## src/rtl/vout_timing_gen_mc_pkg.sv

```systemverilog
// Shared defaults and timing presets for the video-out timing generator.
package vout_timing_gen_mc_pkg;

  localparam int DEF_CW  = 12;
  localparam int DEF_NCH = 6;
  localparam int DEF_LNW = 16;

  // One complete raster description; fields are wide enough for any CW used in practice.
  typedef struct packed {
    logic [15:0] h_fp;
    logic [15:0] h_sync;
    logic [15:0] h_bp;
    logic [15:0] h_total;
    logic [15:0] v_fp;
    logic [15:0] v_sync;
    logic [15:0] v_bp;
    logic [15:0] v_total;
  } timing_preset_t;

  localparam timing_preset_t PRESET_720P60 = '{
    h_fp: 16'd110, h_sync: 16'd40, h_bp: 16'd220, h_total: 16'd1650,
    v_fp: 16'd5,   v_sync: 16'd5,  v_bp: 16'd20,  v_total: 16'd750};

  localparam timing_preset_t PRESET_1080P60 = '{
    h_fp: 16'd88, h_sync: 16'd44, h_bp: 16'd148, h_total: 16'd2200,
    v_fp: 16'd4,  v_sync: 16'd5,  v_bp: 16'd36,  v_total: 16'd1125};

  // Small raster for simulation: 20 pixels x 8 lines, active area starts at (8,4).
  localparam timing_preset_t PRESET_TEST_20X8 = '{
    h_fp: 16'd2, h_sync: 16'd3, h_bp: 16'd3, h_total: 16'd20,
    v_fp: 16'd1, v_sync: 16'd2, v_bp: 16'd1, v_total: 16'd8};

endpackage

```

## src/rtl/vout_seg_sequencer.sv

```systemverilog
// Walks the active part of a line in fixed-length segments using a segment
// index and a down-counter, producing a one-hot (combinational) read request.
module vout_seg_sequencer
  import vout_timing_gen_mc_pkg::*;
#(
  parameter int CW  = DEF_CW,
  parameter int NCH = DEF_NCH
) (
  input  logic            dp_clk,
  input  logic            rst_n,
  input  logic            i_run,
  input  logic            i_v_act,
  input  logic [CW-1:0]   i_h_cnt,
  input  logic [CW+1:0]   i_hst,
  input  logic [CW-1:0]   i_seg,
  output logic [NCH-1:0]  o_rdreq
);

  localparam int SW = CW + 2;
  localparam int IW = $clog2(NCH + 1);

  logic [IW-1:0] r_idx, w_idx;
  logic [CW-1:0] r_rem, w_rem;
  logic          r_in,  w_in;
  logic [SW-1:0] w_h_x;
  logic          w_start;

  assign w_h_x   = SW'(i_h_cnt);
  assign w_start = i_run && (w_h_x == i_hst);

  // Segment position for the current pixel, derived from the previous pixel's
  // state; the run stops for good once the index passes the last channel.
  always_comb begin
    w_idx = r_idx;
    w_rem = r_rem;
    w_in  = 1'b0;
    if (w_start) begin
      w_idx = '0;
      w_rem = i_seg - CW'(1);
      w_in  = 1'b1;
    end else if (i_run && r_in && (w_h_x > i_hst)) begin
      if (r_rem == '0) begin
        w_idx = r_idx + IW'(1);
        w_rem = i_seg - CW'(1);
        w_in  = (r_idx + IW'(1)) < IW'(NCH);
      end else begin
        w_rem = r_rem - CW'(1);
        w_in  = 1'b1;
      end
    end
  end

  // Remember this pixel's segment position for the next one.
  always_ff @(posedge dp_clk or negedge rst_n) begin
    if (!rst_n) begin
      r_idx <= '0;
      r_rem <= '0;
      r_in  <= 1'b0;
    end else begin
      r_idx <= w_idx;
      r_rem <= w_rem;
      r_in  <= w_in;
    end
  end

  genvar k;
  generate
    for (k = 0; k < NCH; k++) begin : g_req
      assign o_rdreq[k] = w_in && i_v_act && (w_idx == IW'(k));
    end
  endgenerate

endmodule

```

## src/rtl/vout_timing_gen_mc.sv

```systemverilog
// Programmable video timing generator: h/v counters, frame-synchronous shadow
// configuration with validity check, registered sync/de/strobes/line number
// and per-segment read requests for NCH line FIFOs.
module vout_timing_gen_mc
  import vout_timing_gen_mc_pkg::*;
#(
  parameter int CW  = DEF_CW,
  parameter int NCH = DEF_NCH,
  parameter int LNW = DEF_LNW
) (
  input  logic            dp_clk,
  input  logic            rst_n,
  input  logic            en,
  input  logic [CW-1:0]   cfg_h_fp,
  input  logic [CW-1:0]   cfg_h_sync,
  input  logic [CW-1:0]   cfg_h_bp,
  input  logic [CW-1:0]   cfg_h_total,
  input  logic [CW-1:0]   cfg_v_fp,
  input  logic [CW-1:0]   cfg_v_sync,
  input  logic [CW-1:0]   cfg_v_bp,
  input  logic [CW-1:0]   cfg_v_total,
  input  logic [CW-1:0]   cfg_seg_len,
  input  logic            cfg_hs_pol,
  input  logic            cfg_vs_pol,
  input  logic            cfg_update,
  output logic            cfg_pending,
  output logic            cfg_err,
  output logic [NCH-1:0]  rdreq,
  output logic [LNW-1:0]  line_number,
  output logic            hs,
  output logic            vs,
  output logic            de,
  output logic            sof,
  output logic            eol
);

  localparam int SW = CW + 2;

  logic [CW-1:0]  r_h_cnt, r_v_cnt;
  logic [CW-1:0]  r_h_fp, r_h_sync, r_h_bp, r_h_tot;
  logic [CW-1:0]  r_v_fp, r_v_sync, r_v_bp, r_v_tot;
  logic [CW-1:0]  r_seg;
  logic           r_hs_pol, r_vs_pol;
  logic           r_valid, r_pending, r_err;
  logic [NCH-1:0] r_rdreq;
  logic [LNW-1:0] r_line;
  logic           r_hs, r_vs, r_de, r_sof, r_eol;

  logic [SW-1:0]  w_c_hsum, w_c_vsum;
  logic           w_c_ok;
  logic           w_run, w_h_last, w_v_last, w_load;
  logic [SW-1:0]  w_h_x, w_v_x, w_hs_end, w_vs_end, w_hst, w_vst;
  logic           w_hs_raw, w_vs_raw, w_h_act, w_v_act;
  logic [NCH-1:0] w_rdreq;

  // Candidate config check; sums are two bits wider than the fields so they never wrap.
  assign w_c_hsum = SW'(cfg_h_fp) + SW'(cfg_h_sync) + SW'(cfg_h_bp);
  assign w_c_vsum = SW'(cfg_v_fp) + SW'(cfg_v_sync) + SW'(cfg_v_bp);
  assign w_c_ok   = (cfg_h_total >= CW'(2)) && (cfg_v_total >= CW'(2)) &&
                    (w_c_hsum < SW'(cfg_h_total)) && (w_c_vsum < SW'(cfg_v_total)) &&
                    (cfg_seg_len != '0);

  // Counters only run once a valid shadow exists; otherwise they sit idle at 0.
  assign w_run    = en && r_valid;
  assign w_h_last = (r_h_cnt == r_h_tot - CW'(1));
  assign w_v_last = (r_v_cnt == r_v_tot - CW'(1));
  assign w_load   = r_pending && ((w_run && w_h_last && w_v_last) || !w_run);

  assign w_h_x    = SW'(r_h_cnt);
  assign w_v_x    = SW'(r_v_cnt);
  assign w_hs_end = SW'(r_h_fp) + SW'(r_h_sync);
  assign w_vs_end = SW'(r_v_fp) + SW'(r_v_sync);
  assign w_hst    = w_hs_end + SW'(r_h_bp);
  assign w_vst    = w_vs_end + SW'(r_v_bp);
  assign w_hs_raw = w_run && (r_h_cnt >= r_h_fp) && (w_h_x < w_hs_end);
  assign w_vs_raw = w_run && (r_v_cnt >= r_v_fp) && (w_v_x < w_vs_end);
  assign w_h_act  = w_run && (w_h_x >= w_hst);
  assign w_v_act  = w_run && (w_v_x >= w_vst);

  vout_seg_sequencer #(.CW(CW), .NCH(NCH)) u_seg (
    .dp_clk  (dp_clk),
    .rst_n   (rst_n),
    .i_run   (w_run),
    .i_v_act (w_v_act),
    .i_h_cnt (r_h_cnt),
    .i_hst   (w_hst),
    .i_seg   (r_seg),
    .o_rdreq (w_rdreq)
  );

  // Shadow load: a rejected config keeps the old shadow and only flags the error.
  always_ff @(posedge dp_clk or negedge rst_n) begin
    if (!rst_n) begin
      r_h_fp <= '0; r_h_sync <= '0; r_h_bp <= '0; r_h_tot <= '0;
      r_v_fp <= '0; r_v_sync <= '0; r_v_bp <= '0; r_v_tot <= '0;
      r_seg <= '0; r_hs_pol <= 1'b0; r_vs_pol <= 1'b0;
      r_valid <= 1'b0;
      r_err   <= 1'b0;
    end else if (w_load) begin
      if (w_c_ok) begin
        r_h_fp <= cfg_h_fp; r_h_sync <= cfg_h_sync; r_h_bp <= cfg_h_bp; r_h_tot <= cfg_h_total;
        r_v_fp <= cfg_v_fp; r_v_sync <= cfg_v_sync; r_v_bp <= cfg_v_bp; r_v_tot <= cfg_v_total;
        r_seg <= cfg_seg_len; r_hs_pol <= cfg_hs_pol; r_vs_pol <= cfg_vs_pol;
        r_valid <= 1'b1;
        r_err   <= 1'b0;
      end else begin
        r_err   <= 1'b1;
      end
    end
  end

  // Pending flag: a new request wins over a load in the same cycle.
  always_ff @(posedge dp_clk or negedge rst_n) begin
    if (!rst_n)          r_pending <= 1'b1;
    else if (cfg_update) r_pending <= 1'b1;
    else if (w_load)     r_pending <= 1'b0;
  end

  // Raster counters; wrap at the shadowed totals, forced to 0 when idle.
  always_ff @(posedge dp_clk or negedge rst_n) begin
    if (!rst_n) begin
      r_h_cnt <= '0;
      r_v_cnt <= '0;
    end else if (!w_run) begin
      r_h_cnt <= '0;
      r_v_cnt <= '0;
    end else if (w_h_last) begin
      r_h_cnt <= '0;
      r_v_cnt <= w_v_last ? '0 : r_v_cnt + CW'(1);
    end else begin
      r_h_cnt <= r_h_cnt + CW'(1);
    end
  end

  // Output registers; sync outputs idle at their inactive polarity when not running.
  always_ff @(posedge dp_clk or negedge rst_n) begin
    if (!rst_n) begin
      r_hs <= 1'b0; r_vs <= 1'b0; r_de <= 1'b0;
      r_sof <= 1'b0; r_eol <= 1'b0;
      r_rdreq <= '0;
      r_line  <= '0;
    end else begin
      r_hs    <= w_hs_raw ~^ r_hs_pol;
      r_vs    <= w_vs_raw ~^ r_vs_pol;
      r_de    <= w_h_act && w_v_act;
      r_sof   <= w_run && (r_h_cnt == '0) && (r_v_cnt == '0);
      r_eol   <= w_h_last && w_v_act;
      r_rdreq <= w_rdreq;
      if (w_v_act) r_line <= LNW'(r_v_cnt - w_vst[CW-1:0]);
    end
  end

  assign cfg_pending = r_pending;
  assign cfg_err     = r_err;
  assign rdreq       = r_rdreq;
  assign line_number = r_line;
  assign hs          = r_hs;
  assign vs          = r_vs;
  assign de          = r_de;
  assign sof         = r_sof;
  assign eol         = r_eol;

endmodule

```

## config.mk

```make
export PLATFORM = sky130hd
export DESIGN_NAME = vout_timing_gen_mc
export DESIGN_NICKNAME = d
export VERILOG_FILES = /design/src/rtl/vout_timing_gen_mc_pkg.sv /design/src/rtl/vout_seg_sequencer.sv /design/src/rtl/vout_timing_gen_mc.sv
export SDC_FILE = /design/constraint.sdc
export NUM_CORES = 1
export LEC_CHECK = 0
export CAP_MARGIN = 20
export CORE_ASPECT_RATIO = 0.8
export CORE_UTILIZATION = 41
export DETAILED_ROUTE_END_ITERATION = 10
export DONT_BUFFER_PORTS = 1
export PLACE_DENSITY = 0.57
export SLEW_MARGIN = 20
export SYNTH_ARGS = -nofsm -noshare
export SYNTH_HDL_FRONTEND = slang
export SYNTH_SLANG_ARGS = --single-unit
```

## constraint.sdc

```tcl
create_clock -name dp_clk -period 14.1 [get_ports dp_clk]
set_clock_uncertainty 0.2 [all_clocks]
set_input_delay 2.115 -clock dp_clk [delete_from_list [all_inputs] [get_ports dp_clk]]
set_output_delay 2.115 -clock dp_clk [all_outputs]
set_load 0.01 [all_outputs]
```

# Word-level counts from Yosys, hierarchy flattened
# Index checks and enable logic that the tools add are counted.
dict set report op_classes {
  mul 0
  n_mux 17
  shift 0
  reduce_logical 38
  eq_ne 9
  bitwise_logic 2
  addsub 16
  n_div 0
  n_lt_le_gt_ge 12
}
# operator n
set ops {}
lappend ops {{$mux W12} 8}
lappend ops {{$add A13 B12 Y14} 4}
lappend ops {{$add A12 B12 Y13} 4}
lappend ops {{$sub A12 B1 Y12 const B} 4}
lappend ops {{$logic_not A12 Y1} 3}
lappend ops {{$ge A12 B14 Y1} 2}
lappend ops {{$logic_and A1 B1 Y1} 28}
lappend ops {{$lt A14 B12 Y1} 2}
lappend ops {{$lt A12 B13 Y1} 2}
lappend ops {{$add A12 B1 Y12 const B} 2}
lappend ops {{$eq A12 B12 Y1} 2}
lappend ops {{$ge A12 B12 Y1} 2}
lappend ops {{$ge A12 B2 Y1 const B} 2}
lappend ops {{$eq A12 B14 Y1} 1}
lappend ops {{$gt A12 B14 Y1} 1}
lappend ops {{$sub A12 B12 Y13} 1}
lappend ops {{$reduce_bool A12 Y1} 1}
lappend ops {{$mux W3} 3}
lappend ops {{$eq A3 B2 Y1 const B} 2}
lappend ops {{$eq A3 B3 Y1 const B} 2}
lappend ops {{$mux W1} 6}
lappend ops {{$reduce_bool A2 Y1} 2}
lappend ops {{$add A3 B1 Y3 const B} 1}
lappend ops {{$eq A3 B1 Y1 const B} 1}
lappend ops {{7 further kinds} 8}
dict set report totals {
  ramBits 0
  romBits 0
  n_memories 0
  out_inout_bits 29
  latchBits 0
  register_bits 180
}

# Longest topological paths before layout
# Gate-level depths: netlist of run 1.
dict set report logic_depth {
  ltp_word 8
  mapped_depth 27
}

# Modules after synthesis
# From an unflattened synthesis of run 1, not the netlist that was laid out.
dict set report unflattened {
  cells_unflattened 1524
  hier_area_um2 15180.8
}
# module n_inst area_each_um2 cells_per_inst seq_area_each_um2
set by_module_without_submodules {}
lappend by_module_without_submodules {vout_timing_gen_mc 1 13404.1 1305 4030.1}
lappend by_module_without_submodules {vout_seg_sequencer 1 1776.7 219 400.4}

# Worst setup path before layout of run 1
# OpenSTA, ideal clock, no wires.
dict set report synth_timing {
  path_kind {input-to-reg}
  from {input port cfg_v_fp[1]}
  to {register r_h_bp[7]}
  slack_ns 7.527
  arrival_time_ns 6.246
  path_stages 18
  path_buffers 2
  path_cell_list {fa_1 -> ha_1 -> fa_1 -> a21o_1 -> a221o_1 -> o21ai_0 -> o21bai_1 -> a21oi_1 -> xnor2_1 -> ha_1 -> a22oi_1 -> o2111ai_1 -> a2111oi_0 -> nand4b_1 -> nor3_4 -> buf_6 -> buf_6 -> mux2_1}
}
dict set report synth_via {
  elab_chain_cells 6
}
# element line
set synth_lines {}
lappend synth_lines {{start, declared} vout_timing_gen_mc.sv:18} ;# input logic [CW-1:0] cfg_v_fp,
lappend synth_lines {{$add A12 B12 Y13} vout_timing_gen_mc.sv:58} ;# assign w_c_vsum = SW'(cfg_v_fp) + SW'(cfg_v_sync) + SW'(cfg_v_bp);
lappend synth_lines {{$add A13 B12 Y14} vout_timing_gen_mc.sv:58}
lappend synth_lines {{$lt A14 B12 Y1} vout_timing_gen_mc.sv:60} ;# (w_c_hsum < SW'(cfg_h_total)) && (w_c_vsum < SW'(cfg_v_total)) &&
lappend synth_lines {{$logic_and A1 B1 Y1 (2 in series)} vout_timing_gen_mc.sv:60}
lappend synth_lines {{$reduce_and A2 Y1 (no line)} n/a}
lappend synth_lines {{end signal, assigned} vout_timing_gen_mc.sv:101} ;# r_h_fp <= cfg_h_fp; r_h_sync <= cfg_h_sync; r_h_bp <= cfg_h_bp; r_h_tot <= cfg_h_total;
lappend synth_lines {{end, declared} vout_timing_gen_mc.sv:40} ;# logic [CW-1:0] r_h_fp, r_h_sync, r_h_bp, r_h_tot;
# No other way between the ends.
# A chain may end at the register's enable or synchronous reset.

# Worst setup path in the final report of run 1
dict set report layout_timing {
  from {input port cfg_v_fp[1]}
  to {register r_h_tot[11]}
}
dict set report layout_via {
  elab_chain_cells 6
}
# element line
set layout_lines {}
lappend layout_lines {{$add A12 B12 Y13} vout_timing_gen_mc.sv:58}
lappend layout_lines {{$add A13 B12 Y14} vout_timing_gen_mc.sv:58}
lappend layout_lines {{$lt A14 B12 Y1} vout_timing_gen_mc.sv:60}
lappend layout_lines {{$logic_and A1 B1 Y1 (2 in series)} vout_timing_gen_mc.sv:60}
lappend layout_lines {{$reduce_and A2 Y1 (no line)} n/a}
lappend layout_lines {{end signal, assigned} vout_timing_gen_mc.sv:101}
lappend layout_lines {{end, declared} vout_timing_gen_mc.sv:40}
# No other way between the ends.

==> report_table.html, run 1 <==
<table>
<tr><th>Metric</th><th>Value</th></tr>
<tr><th colspan="2">Status</th></tr>
<tr><td>Status</td><td>finished, final reports clean</td></tr>
<tr><th colspan="2">STA</th></tr>
<tr><td>Min Tclk post-route</td><td>7730 ps</td></tr>
<tr><td>Transition at the pin with the smallest max-transition slack</td><td>1060 ps</td></tr>
<tr><td>Final number of setup-violating endpoints</td><td>0</td></tr>
<tr><td>Setup TNS after final layout</td><td>0 ps</td></tr>
<tr><td>Count of final hold-check violations</td><td>0</td></tr>
<tr><td>Final worst-path cycle share</td><td>54.8%</td></tr>
<tr><td>Pins Over Slew Limit</td><td>0</td></tr>
<tr><td>Worst slew slack as a fraction of its limit</td><td>29.5%</td></tr>
<tr><td>RSZ-0062 raised after global routing</td><td>no</td></tr>
<tr><td>Maximum frequency from static timing analysis</td><td>0.129 GHz</td></tr>
<tr><th colspan="2">Clock tree</th></tr>
<tr><td>Clock tree from TritonCTS</td><td>yes</td></tr>
<tr><td>Resize count post-CTS</td><td>0</td></tr>
<tr><td>Maximum buffer depth of the clock tree</td><td>2</td></tr>
<tr><td>Clock Latency Late Sink</td><td>460 ps</td></tr>
<tr><td>Clock edge transition at the registers on the reported setup and hold paths</td><td>70 ps</td></tr>
<tr><td>Cts hold-fix bufs</td><td>0</td></tr>
<tr><td>Setup repair bufs after CTS</td><td>0</td></tr>
<tr><td>Count of H-tree levels built during CTS</td><td>4</td></tr>
<tr><td>Cts bufs inserted</td><td>17</td></tr>
<tr><td>Library cell used as clock root buffer</td><td>sky130_fd_sc_hd__clkbuf_16</td></tr>
<tr><td>Total clock sinks</td><td>177</td></tr>
<tr><th colspan="2">Setup path</th></tr>
<tr><td>Crit path largest cell delay</td><td>870 ps</td></tr>
<tr><td>Slowest cell on the critical path</td><td>sky130_fd_sc_hd__buf_4</td></tr>
<tr><td>Critical Path Source Type</td><td>primary input</td></tr>
<tr><td>Worst-path cell chain</td><td>fa_1 &gt; ha_1 &gt; fa_1 &gt; a21o_1 &gt; a221o_1 &gt; o21ai_0 &gt; o21bai_1 &gt; a21oi_1 &gt; xnor2_1 &gt; ha_1 &gt; a22oi_1 &gt; o2111ai_1 &gt; a2111oi_0 &gt; nand4b_1 &gt; nor3_4 &gt; buf_4 &gt; buf_4 &gt; mux2_2</td></tr>
<tr><td>Critical path peak fanout</td><td>60</td></tr>
<tr><td>Required time at the endpoint of the critical path</td><td>14240 ps</td></tr>
<tr><td>Crit end category</td><td>flip-flop</td></tr>
<tr><td>Data arrival, critical path</td><td>7880 ps</td></tr>
<tr><td>Setup Crit Path Kind</td><td>in -&gt; reg</td></tr>
<tr><th colspan="2">Logic synthesis</th></tr>
<tr><td>Register area share after synthesis</td><td>29.8%</td></tr>
<tr><td>Parity-gate share of the synthesized area counting xor and xnor cells</td><td>7.19%</td></tr>
<tr><td>Net count after synthesis</td><td>1815</td></tr>
<tr><td>Post-synthesis cell area</td><td>14900 µm²</td></tr>
<tr><td>Most instantiated flip-flop cell in the synthesis netlist</td><td>sky130_fd_sc_hd__dfrtp_1</td></tr>
<tr><td>Cell type with the largest total area after synthesis</td><td>sky130_fd_sc_hd__dfrtp_1</td></tr>
<tr><td>Complex-gate fraction of the synthesized area</td><td>15.2%</td></tr>
<tr><td>Count of unique library cells instantiated by Yosys</td><td>77</td></tr>
<tr><td>Number of standard cells after synthesis</td><td>1498</td></tr>
<tr><td>Synthesized flop and latch total</td><td>177</td></tr>
<tr><td>Count of synthesis-stage warnings from yosys</td><td>0</td></tr>
<tr><td>Area share of fa/ha/maj cells after synthesis</td><td>18.7%</td></tr>
<tr><td>Number of flops mapped to enable cells by yosys</td><td>0</td></tr>
<tr><td>Dominant combinational cell family by area after synthesis</td><td>adder cells</td></tr>
<tr><td>Share of synthesized cell area in and, or, nand and nor gates</td><td>13.3%</td></tr>
<tr><td>Post-synthesis mux area share</td><td>11.2%</td></tr>
<tr><td>Average instance area after synthesis</td><td>9.92 µm²</td></tr>
<tr><td>Top-area cell type share of the netlist area</td><td>29.7%</td></tr>
<tr><td>Top area cells in the synthesized netlist</td><td>sky130_fd_sc_hd__dfrtp_1, sky130_fd_sc_hd__ha_1, sky130_fd_sc_hd__mux2_4, sky130_fd_sc_hd__xnor2_1, sky130_fd_sc_hd__fa_1</td></tr>
<tr><td>Fraction of synthesis flops using an asynchronous set or reset pin</td><td>100%</td></tr>
<tr><th colspan="2">Placement</th></tr>
<tr><td>Half-perimeter wire length after detailed placement</td><td>31.2 mm</td></tr>
<tr><td>Number of buffers inserted by port buffering</td><td>0</td></tr>
<tr><td>Routability-driven placement congestion ratio</td><td>0.835</td></tr>
<tr><th colspan="2">Routing</th></tr>
<tr><td>DRC marker count from the first detailed-route iteration</td><td>743</td></tr>
<tr><td>Detailed-route wire length</td><td>39.8 mm</td></tr>
<tr><td>Per-cell routed wire length</td><td>20.2 µm</td></tr>
<tr><td>DR vias/cell</td><td>5.60</td></tr>
<tr><td>1st-pass router iterations</td><td>5</td></tr>
<tr><td>Total number of vias</td><td>11000</td></tr>
<tr><td>Remaining routing DRC violations</td><td>0</td></tr>
<tr><td>Detail Route Antenna Nets</td><td>0</td></tr>
<tr><th colspan="2">GRT</th></tr>
<tr><td>First-pass GRT wire length</td><td>62.3 mm</td></tr>
<tr><td>Met3 capacity usage during global routing</td><td>4.93%</td></tr>
<tr><td>Final global-route overflow total</td><td>0</td></tr>
<tr><td>GR peak layer</td><td>met1</td></tr>
<tr><td>Number of antenna violations at the first check in global routing</td><td>2</td></tr>
<tr><td>Largest net degree at the start of global routing</td><td>178</td></tr>
<tr><td>Global routing met2 resource utilization</td><td>30.8%</td></tr>
<tr><td>Via count of the first global-routing pass</td><td>10500</td></tr>
<tr><td>Overall track demand over capacity in global routing</td><td>22.0%</td></tr>
<tr><td>Met1 usage in global routing</td><td>33.7%</td></tr>
<tr><th colspan="2">Power and ir drop</th></tr>
<tr><td>Total leakage power</td><td>0.00745 µW</td></tr>
<tr><td>Internal power of the cells</td><td>2100 µW</td></tr>
<tr><td>Power per standard cell area</td><td>244 nW/µm²</td></tr>
<tr><td>Switching part of the total power</td><td>45.9%</td></tr>
<tr><td>Sequential group share of total power</td><td>23.4%</td></tr>
<tr><td>Clock power share</td><td>12.6%</td></tr>
<tr><td>Portion of total power attributed to combinational logic</td><td>63.9%</td></tr>
<tr><td>Worst-case vdd ir drop</td><td>102 µV</td></tr>
<tr><td>P_sw</td><td>1780 µW</td></tr>
<tr><th colspan="2">Floorplan</th></tr>
<tr><td>Die Y</td><td>172 µm</td></tr>
<tr><td>Die span in x</td><td>215 µm</td></tr>
<tr><td>Row count</td><td>61</td></tr>
<tr><td>Area of the die</td><td>37000 µm²</td></tr>
<tr><td>Initial core utilization</td><td>42.2%</td></tr>
<tr><td>Total core area</td><td>35200 µm²</td></tr>
<tr><td>Total I/O pin count</td><td>143</td></tr>
<tr><th colspan="2">Final layout</th></tr>
<tr><td>Final layout net count</td><td>1802</td></tr>
<tr><td>Utilization of the core after routing</td><td>45.1%</td></tr>
<tr><td>Filler instances</td><td>3324</td></tr>
<tr><td>Sequential cell area</td><td>4430 µm²</td></tr>
<tr><td>P&amp;R area growth vs syn</td><td>6.84%</td></tr>
<tr><td>Antenna diode instance count</td><td>0</td></tr>
<tr><td>Layout cells sized above 1</td><td>11.1%</td></tr>
<tr><td>Combined area of the multi-input logic cells</td><td>9750 µm²</td></tr>
<tr><th colspan="2">Hold path</th></tr>
<tr><td>Type of the tightest min-delay check</td><td>reg -&gt; reg</td></tr>
<tr><th colspan="2">Job</th></tr>
<tr><td>Count of max-cap constraint violations</td><td>0</td></tr>
</table>
layout by cell type (no fill, tap or decap), types with 11 or more instances in the layout:
cell	instances
sky130_fd_sc_hd__fa_1	31
sky130_fd_sc_hd__nand2b_1	23
sky130_fd_sc_hd__dfrtp_1	176
sky130_fd_sc_hd__nand2_1	68
sky130_fd_sc_hd__clkbuf_16	17
sky130_fd_sc_hd__mux2_2	30
sky130_fd_sc_hd__o21bai_1	12
sky130_fd_sc_hd__and3_1	17
sky130_fd_sc_hd__a211oi_1	19
sky130_fd_sc_hd__xor2_1	51
sky130_fd_sc_hd__o211ai_1	12
sky130_fd_sc_hd__a21oi_1	86
sky130_fd_sc_hd__inv_1	122
sky130_fd_sc_hd__nand3_1	38
sky130_fd_sc_hd__nor2b_1	11
sky130_fd_sc_hd__nor4_1	18
sky130_fd_sc_hd__o21ai_0	60
sky130_fd_sc_hd__o21a_1	16
sky130_fd_sc_hd__ha_1	172
sky130_fd_sc_hd__mux2i_1	16
sky130_fd_sc_hd__mux2_4	72
sky130_fd_sc_hd__nand4_1	16
sky130_fd_sc_hd__a21o_1	37
sky130_fd_sc_hd__nor2_1	79
sky130_fd_sc_hd__or3_1	18
sky130_fd_sc_hd__nor3_1	33
sky130_fd_sc_hd__xnor2_1	71
synthesized netlist by cell type (5+ instances only):
master / count
sky130_fd_sc_hd__dfrtp_1: 176
sky130_fd_sc_hd__ha_1: 172
sky130_fd_sc_hd__inv_1: 122
sky130_fd_sc_hd__a21oi_1: 86
sky130_fd_sc_hd__nor2_1: 79
sky130_fd_sc_hd__mux2_4: 72
sky130_fd_sc_hd__xnor2_1: 71
sky130_fd_sc_hd__nand2_1: 68
sky130_fd_sc_hd__o21ai_0: 61
sky130_fd_sc_hd__xor2_1: 51
sky130_fd_sc_hd__nand3_1: 38
sky130_fd_sc_hd__a21o_1: 37
sky130_fd_sc_hd__nor3_1: 34
sky130_fd_sc_hd__fa_1: 31
sky130_fd_sc_hd__mux2_2: 30
sky130_fd_sc_hd__nand2b_1: 23
sky130_fd_sc_hd__clkbuf_1: 21
sky130_fd_sc_hd__a211oi_1: 19
sky130_fd_sc_hd__nor4_1: 18
sky130_fd_sc_hd__or3_1: 18
sky130_fd_sc_hd__and3_1: 17
sky130_fd_sc_hd__mux2i_1: 16
sky130_fd_sc_hd__nand4_1: 16
sky130_fd_sc_hd__o21a_1: 16
sky130_fd_sc_hd__o211ai_1: 12
sky130_fd_sc_hd__o21bai_1: 12
sky130_fd_sc_hd__nor2b_1: 11
sky130_fd_sc_hd__o22ai_1: 10
sky130_fd_sc_hd__o31ai_1: 10
sky130_fd_sc_hd__buf_6: 9
sky130_fd_sc_hd__nor3b_1: 9
sky130_fd_sc_hd__or2_2: 9
sky130_fd_sc_hd__a211o_1: 8
sky130_fd_sc_hd__mux2_1: 8
sky130_fd_sc_hd__a2111oi_0: 7
sky130_fd_sc_hd__o2111ai_1: 7
sky130_fd_sc_hd__or4_1: 7
sky130_fd_sc_hd__a221oi_1: 6
sky130_fd_sc_hd__a31oi_1: 6
sky130_fd_sc_hd__and4_1: 6
sky130_fd_sc_hd__and2_1: 5
sequential cells by signal (all words and copies together) (netlist names), 3 cells and up:
| register | cells |
|---|---|
| r_h_fp | 12 |
| r_h_tot | 12 |
| r_seg | 12 |
| u_seg.r_idx | 3 |
| r_h_cnt | 12 |
| u_seg.r_rem | 12 |
| r_v_sync | 12 |
| r_h_sync | 12 |
| r_v_cnt | 12 |
| r_h_bp | 12 |
| line_number | 13 |
| r_v_fp | 12 |
| r_v_tot | 12 |
| r_v_bp | 12 |
| rdreq | 6 |
layer usage:
layer	vias to the layer above	part of all wire [%]
met5	-	0
met4	0	1.1
met3	25	5.0
met2	227	41
met1	5345	53
li1	5426	-
cell type report:
| class | instances | area share, % |
|---|---|---|
| Multi-Input combinational cell | 1160 | 61.4 |
| Inverter | 122 | 2.89 |
| Timing Repair Buffer | 7 | 0.331 |
| Tap cell | 472 | 3.72 |
| Sequential cell | 177 | 27.9 |
| Clock buffer | 18 | 2.77 |
| Clock inverter | 14 | 0.946 |
stage by stage:
stage,hold slack (ps),total power (µW),cell area [µm²],std cells,setup WS (ps)
global route,323,4240,15900,1970,5970
global placement,262,3310,15300,1938,6040
finish,291,3880,15900,1970,6370
detailed placement,280,3360,15300,1938,5900
CTS,297,3880,15900,1970,6400
floorplan,238,2820,14900,1498,7530
power by group through the flow:
stage          sequential, µW  combinational [µW]  clock (µW)
2_1_floorplan             811                2010           0
3_5_place_dp              914                2450           0
6_report                  910                2480         489
4_1_cts                   906                2470         502
3_3_place_gp              909                2400           0
5_1_grt                   931                2790         521
final timing paths:
check / startpoint / to / slack (ps) / depth (start not counted)
worst min register to register: u_seg.r_rem[1]$_DFFE_PN0P_ / u_seg.r_rem[1]$_DFFE_PN0P_ / 290 / 2
min in group asynchronous: rst_n / u_seg.r_idx[1]$_DFF_PN0_ / 1150 / 0
max in group asynchronous: rst_n / r_h_sync[11]$_DFFE_PN0P_ / 12130 / 0
worst max register to register: r_h_fp[1]$_DFFE_PN0P_ / rdreq[2]$_DFF_PN0_ / 7810 / 26
worst max-delay path: cfg_v_fp[1] / r_h_tot[11]$_DFFE_PN0P_ / 6370 / 18
worst min-delay path: u_seg.r_rem[1]$_DFFE_PN0P_ / u_seg.r_rem[1]$_DFFE_PN0P_ / 290 / 2
cell families (layout without fill, tap and decap cells):
kind of cell,Yosys count,count (layout)
AOI/OAI and AO/OA,336,336
muxes,126,126
adders and majority gates,203,203
and+or+nand+nor,373,373
buffers and inverters,161,161
xor gates and xnor gates,122,122
DFF,177,177
worst max-delay path: cells and delay by family:
family	cells	cell delay, ps
AO/OA/AOI/OAI	8	1820
adder cells (fa/ha/maj)	4	1420
buffers and inverters	2	1310
AND/OR/NAND/NOR	2	560
multiplexers	1	420
XOR/XNOR	1	160
Power figures use the tool's default switching activity.
==> run 2, diff against run 1 <==
--- a/config.mk
+++ b/config.mk
@@ -10,7 +10,7 @@
 export CORE_UTILIZATION = 41
 export DETAILED_ROUTE_END_ITERATION = 10
 export DONT_BUFFER_PORTS = 1
-export PLACE_DENSITY = 0.57
+export PLACE_DENSITY = 0.59
 export SLEW_MARGIN = 20
 export SYNTH_ARGS = -nofsm -noshare
 export SYNTH_HDL_FRONTEND = slang
==> constraint.sdc (replaced) <==
create_clock -name dp_clk -period 6.4 [get_ports dp_clk]
set_clock_uncertainty 0.2 [all_clocks]
set_input_delay 0.96 -clock dp_clk [delete_from_list [all_inputs] [get_ports dp_clk]]
set_output_delay 0.96 -clock dp_clk [all_outputs]
set_load 0.01 [all_outputs]
==> run 2 against run 1 <==
Effect of this change: clock power rose by 140%; combinational power increased by 120%; highest routed layer unchanged; global-route usage hardly changed; final area rose by 1.4%; setup slack got worse by 5900 ps.
==> report_table.html, run 2 (synthesis gave the netlist of run 1 again) <==
<table>
<tr><th>Metric</th><th>Value</th></tr>
<tr><th colspan="2">Floorplan</th></tr>
<tr><td>Total I/O pin count</td><td>143 (unchanged)</td></tr>
<tr><td>Die Y</td><td>172 µm (unchanged)</td></tr>
<tr><td>Total core area</td><td>35200 µm² (unchanged)</td></tr>
<tr><td>Initial core utilization</td><td>42.2% (unchanged)</td></tr>
<tr><td>Area of the die</td><td>37000 µm² (unchanged)</td></tr>
<tr><td>Die span in x</td><td>215 µm (unchanged)</td></tr>
<tr><td>Row count</td><td>61 (unchanged)</td></tr>
<tr><th colspan="2">Final layout</th></tr>
<tr><td>Combined area of the multi-input logic cells</td><td>9790 µm² (+0.41%)</td></tr>
<tr><td>Layout cells sized above 1</td><td>11.8% (+0.67 points)</td></tr>
<tr><td>Final Instance Area</td><td>16100 µm² (+1.4%)</td></tr>
<tr><td>Flip-flop count of the largest register after layout</td><td>13 (unchanged)</td></tr>
<tr><td>P&amp;R area growth vs syn</td><td>8.36%</td></tr>
<tr><td>Filler instances</td><td>3319 (-0.15%)</td></tr>
<tr><td>Commonest cells after routing, fill and taps aside</td><td>sky130_fd_sc_hd__dfrtp_1, sky130_fd_sc_hd__ha_1, sky130_fd_sc_hd__inv_1</td></tr>
<tr><td>Utilization of the core after routing</td><td>45.7% (+0.64 points)</td></tr>
<tr><td>Sequential cell area</td><td>4430 µm² (unchanged)</td></tr>
<tr><td>Commonest non-fill, non-tap cell in the layout</td><td>sky130_fd_sc_hd__dfrtp_1</td></tr>
<tr><td>Final layout net count</td><td>1810 (+0.44%)</td></tr>
<tr><th colspan="2">Placement</th></tr>
<tr><td>Minimum setup slack after placement</td><td>315 ps (-5590 ps)</td></tr>
<tr><td>Number of buffers inserted by port buffering</td><td>0 (unchanged)</td></tr>
<tr><td>Standard cell area after detailed placement</td><td>15300 µm² (+0.39%)</td></tr>
<tr><td>Routability-driven placement congestion ratio</td><td>0.883 (+5.8%)</td></tr>
<tr><td>Half-perimeter wire length after detailed placement</td><td>30.9 mm (-0.81%)</td></tr>
<tr><th colspan="2">Routing</th></tr>
<tr><td>Remaining routing DRC violations</td><td>0 (unchanged)</td></tr>
<tr><td>Total number of vias</td><td>11100 (+0.88%)</td></tr>
<tr><td>1st-pass router iterations</td><td>5 (unchanged)</td></tr>
<tr><td>DRC marker count from the first detailed-route iteration</td><td>781 (+5.1%)</td></tr>
<tr><td>Per-cell routed wire length</td><td>20.2 µm (+0.13%)</td></tr>
<tr><td>Detail Route Antenna Nets</td><td>0 (unchanged)</td></tr>
<tr><td>DR vias/cell</td><td>5.62 (+0.42%)</td></tr>
<tr><td>Detailed-route wire length</td><td>40.0 mm (+0.59%)</td></tr>
<tr><th colspan="2">Power and ir drop</th></tr>
<tr><td>Total leakage power</td><td>0.00755 µW (+1.3%)</td></tr>
<tr><td>Worst-case vdd ir drop</td><td>224 µV (+120%)</td></tr>
<tr><td>Power per standard cell area</td><td>542 nW/µm² (+120%)</td></tr>
<tr><th colspan="2">GRT</th></tr>
<tr><td>Largest net degree at the start of global routing</td><td>173 (-2.8%)</td></tr>
<tr><td>Via count of the first global-routing pass</td><td>10600 (+0.11%)</td></tr>
<tr><td>Overall track demand over capacity in global routing</td><td>22.0% (about the same)</td></tr>
<tr><td>Final global-route overflow total</td><td>0 (unchanged)</td></tr>
<tr><td>First-pass GRT wire length</td><td>62.3 mm (about the same)</td></tr>
<tr><td>Number of antenna violations at the first check in global routing</td><td>1 (-1)</td></tr>
<tr><th colspan="2">Job</th></tr>
<tr><td>Count of max-cap constraint violations</td><td>0 (unchanged)</td></tr>
<tr><th colspan="2">STA</th></tr>
<tr><td>Worst setup margin</td><td>483 ps (-5890 ps)</td></tr>
<tr><td>Min Tclk post-route</td><td>5920 ps</td></tr>
<tr><td>Worst slew slack as a fraction of its limit</td><td>40.5% (+11 points)</td></tr>
<tr><td>Count of final hold-check violations</td><td>0 (unchanged)</td></tr>
<tr><td>Final number of setup-violating endpoints</td><td>0 (unchanged)</td></tr>
<tr><td>Maximum frequency from static timing analysis</td><td>0.169 GHz</td></tr>
<tr><td>Transition at the pin with the smallest max-transition slack</td><td>893 ps (-164 ps)</td></tr>
<tr><td>Final worst-path cycle share</td><td>92.5%</td></tr>
<tr><td>Pins Over Slew Limit</td><td>0 (unchanged)</td></tr>
<tr><td>Worst-case hold slack</td><td>147 ps (-145 ps)</td></tr>
<tr><th colspan="2">Clock tree</th></tr>
<tr><td>Clock tree from TritonCTS</td><td>yes</td></tr>
<tr><td>Cts bufs inserted</td><td>17 (unchanged)</td></tr>
<tr><td>Maximum buffer depth of the clock tree</td><td>2 (unchanged)</td></tr>
<tr><td>Clock edge transition at the registers on the reported setup and hold paths</td><td>80 ps (about the same)</td></tr>
<tr><td>Total clock sinks</td><td>177 (unchanged)</td></tr>
<tr><td>Count of H-tree levels built during CTS</td><td>4 (unchanged)</td></tr>
<tr><td>Clock Latency Late Sink</td><td>460 ps (about the same)</td></tr>
<tr><td>Library cell used as clock root buffer</td><td>sky130_fd_sc_hd__clkbuf_16</td></tr>
<tr><th colspan="2">Setup path</th></tr>
<tr><td>Critical path peak fanout</td><td>5 (-92%)</td></tr>
<tr><td>Crit path largest cell delay</td><td>450 ps (-420 ps)</td></tr>
<tr><td>Setup Crit Path Kind</td><td>reg -&gt; reg</td></tr>
<tr><td>Slowest cell on the critical path</td><td>sky130_fd_sc_hd__or3b_4</td></tr>
<tr><td>Data arrival, critical path</td><td>6070 ps (-1810 ps)</td></tr>
<tr><td>Required time at the endpoint of the critical path</td><td>6550 ps (-7690 ps)</td></tr>
<tr><td>Critical Path Source Type</td><td>flip-flop</td></tr>
<tr><td>Crit end category</td><td>flip-flop</td></tr>
<tr><th colspan="2">Status</th></tr>
<tr><td>Status</td><td>finished, final reports clean</td></tr>
<tr><th colspan="2">Hold path</th></tr>
<tr><td>Type of the tightest min-delay check</td><td>in -&gt; async</td></tr>
</table>
==> run 2: power breakdown <==
group | switching (µW) | internal [µW] | total, µW
clock | 529 | 649 | 1180
combinational | 2990 | 2580 | 5570
sequential | 473 | 1500 | 1980
==> run 2: per-layer routing <==
metal	part of all wire, %	global-route usage [%]
met5	0	0
met2	40	30.3
met1	52	33.9
met3	5.6	4.70
met4	1.8	6.18
==> run 2: layout make-up <==
class | count | share of cell area (%)
multi-input combinational | 1160 | 60.8
timing repair buffer | 15 | 1.07
clock buffer | 18 | 2.73
tap | 472 | 3.67
inverter | 122 | 2.85
clock inverter | 14 | 1.33
antenna | 1 | 0.0155
sequential | 177 | 27.5
==> run 2: worst paths after layout <==
| check | from | endpoint | slack [ps] | cells past startpoint |
|---|---|---|---|---|
| min in group dp_clk | r_vs_pol$_DFFE_PN0P_ | vs$_DFF_PN0_ | 260 | 1 |
| worst min-delay path | rst_n | cfg_pending$_DFFE_PN1P_ | 150 | 0 |
| max in group asynchronous | rst_n | r_v_fp[0]$_DFFE_PN0P_ | 4880 | 1 |
| worst max-delay path | r_h_fp[1]$_DFFE_PN0P_ | rdreq[2]$_DFF_PN0_ | 480 | 26 |
| worst min register to register | r_vs_pol$_DFFE_PN0P_ | vs$_DFF_PN0_ | 260 | 1 |
| worst max register to register | r_h_fp[1]$_DFFE_PN0P_ | rdreq[2]$_DFF_PN0_ | 480 | 26 |
==> run 2: repair_timing <==
item,4_1_cts,5_1_grt
hold buffers,2,0
endpoints found under the setup margin,0,18
endpoints found under the hold margin,172,0
buffers inserted,0,3
resized for setup,0,8
==> run 2: through the flow <==
| step | cells | TNS [ps] | total power, µW |
|---|---|---|---|
| global placement | 1941 | 0 | 7320 |
| detailed placement | 1941 | 0 | 7420 |
| CTS | 1975 | 0 | 8710 |
| global route | 1979 | -12.1 | 9520 |
| floorplan | 1498 | 0 | 6220 |
| finish | 1979 | 0 | 8720 |
==> run 2: critical path, delay by kind of cell (launching register included) <==
family          cells  cell delay (ps)
fa+ha+maj           3              970
simple gates        9             1710
compound gates     12             2290
flops               1              430
xor+xnor            2              220
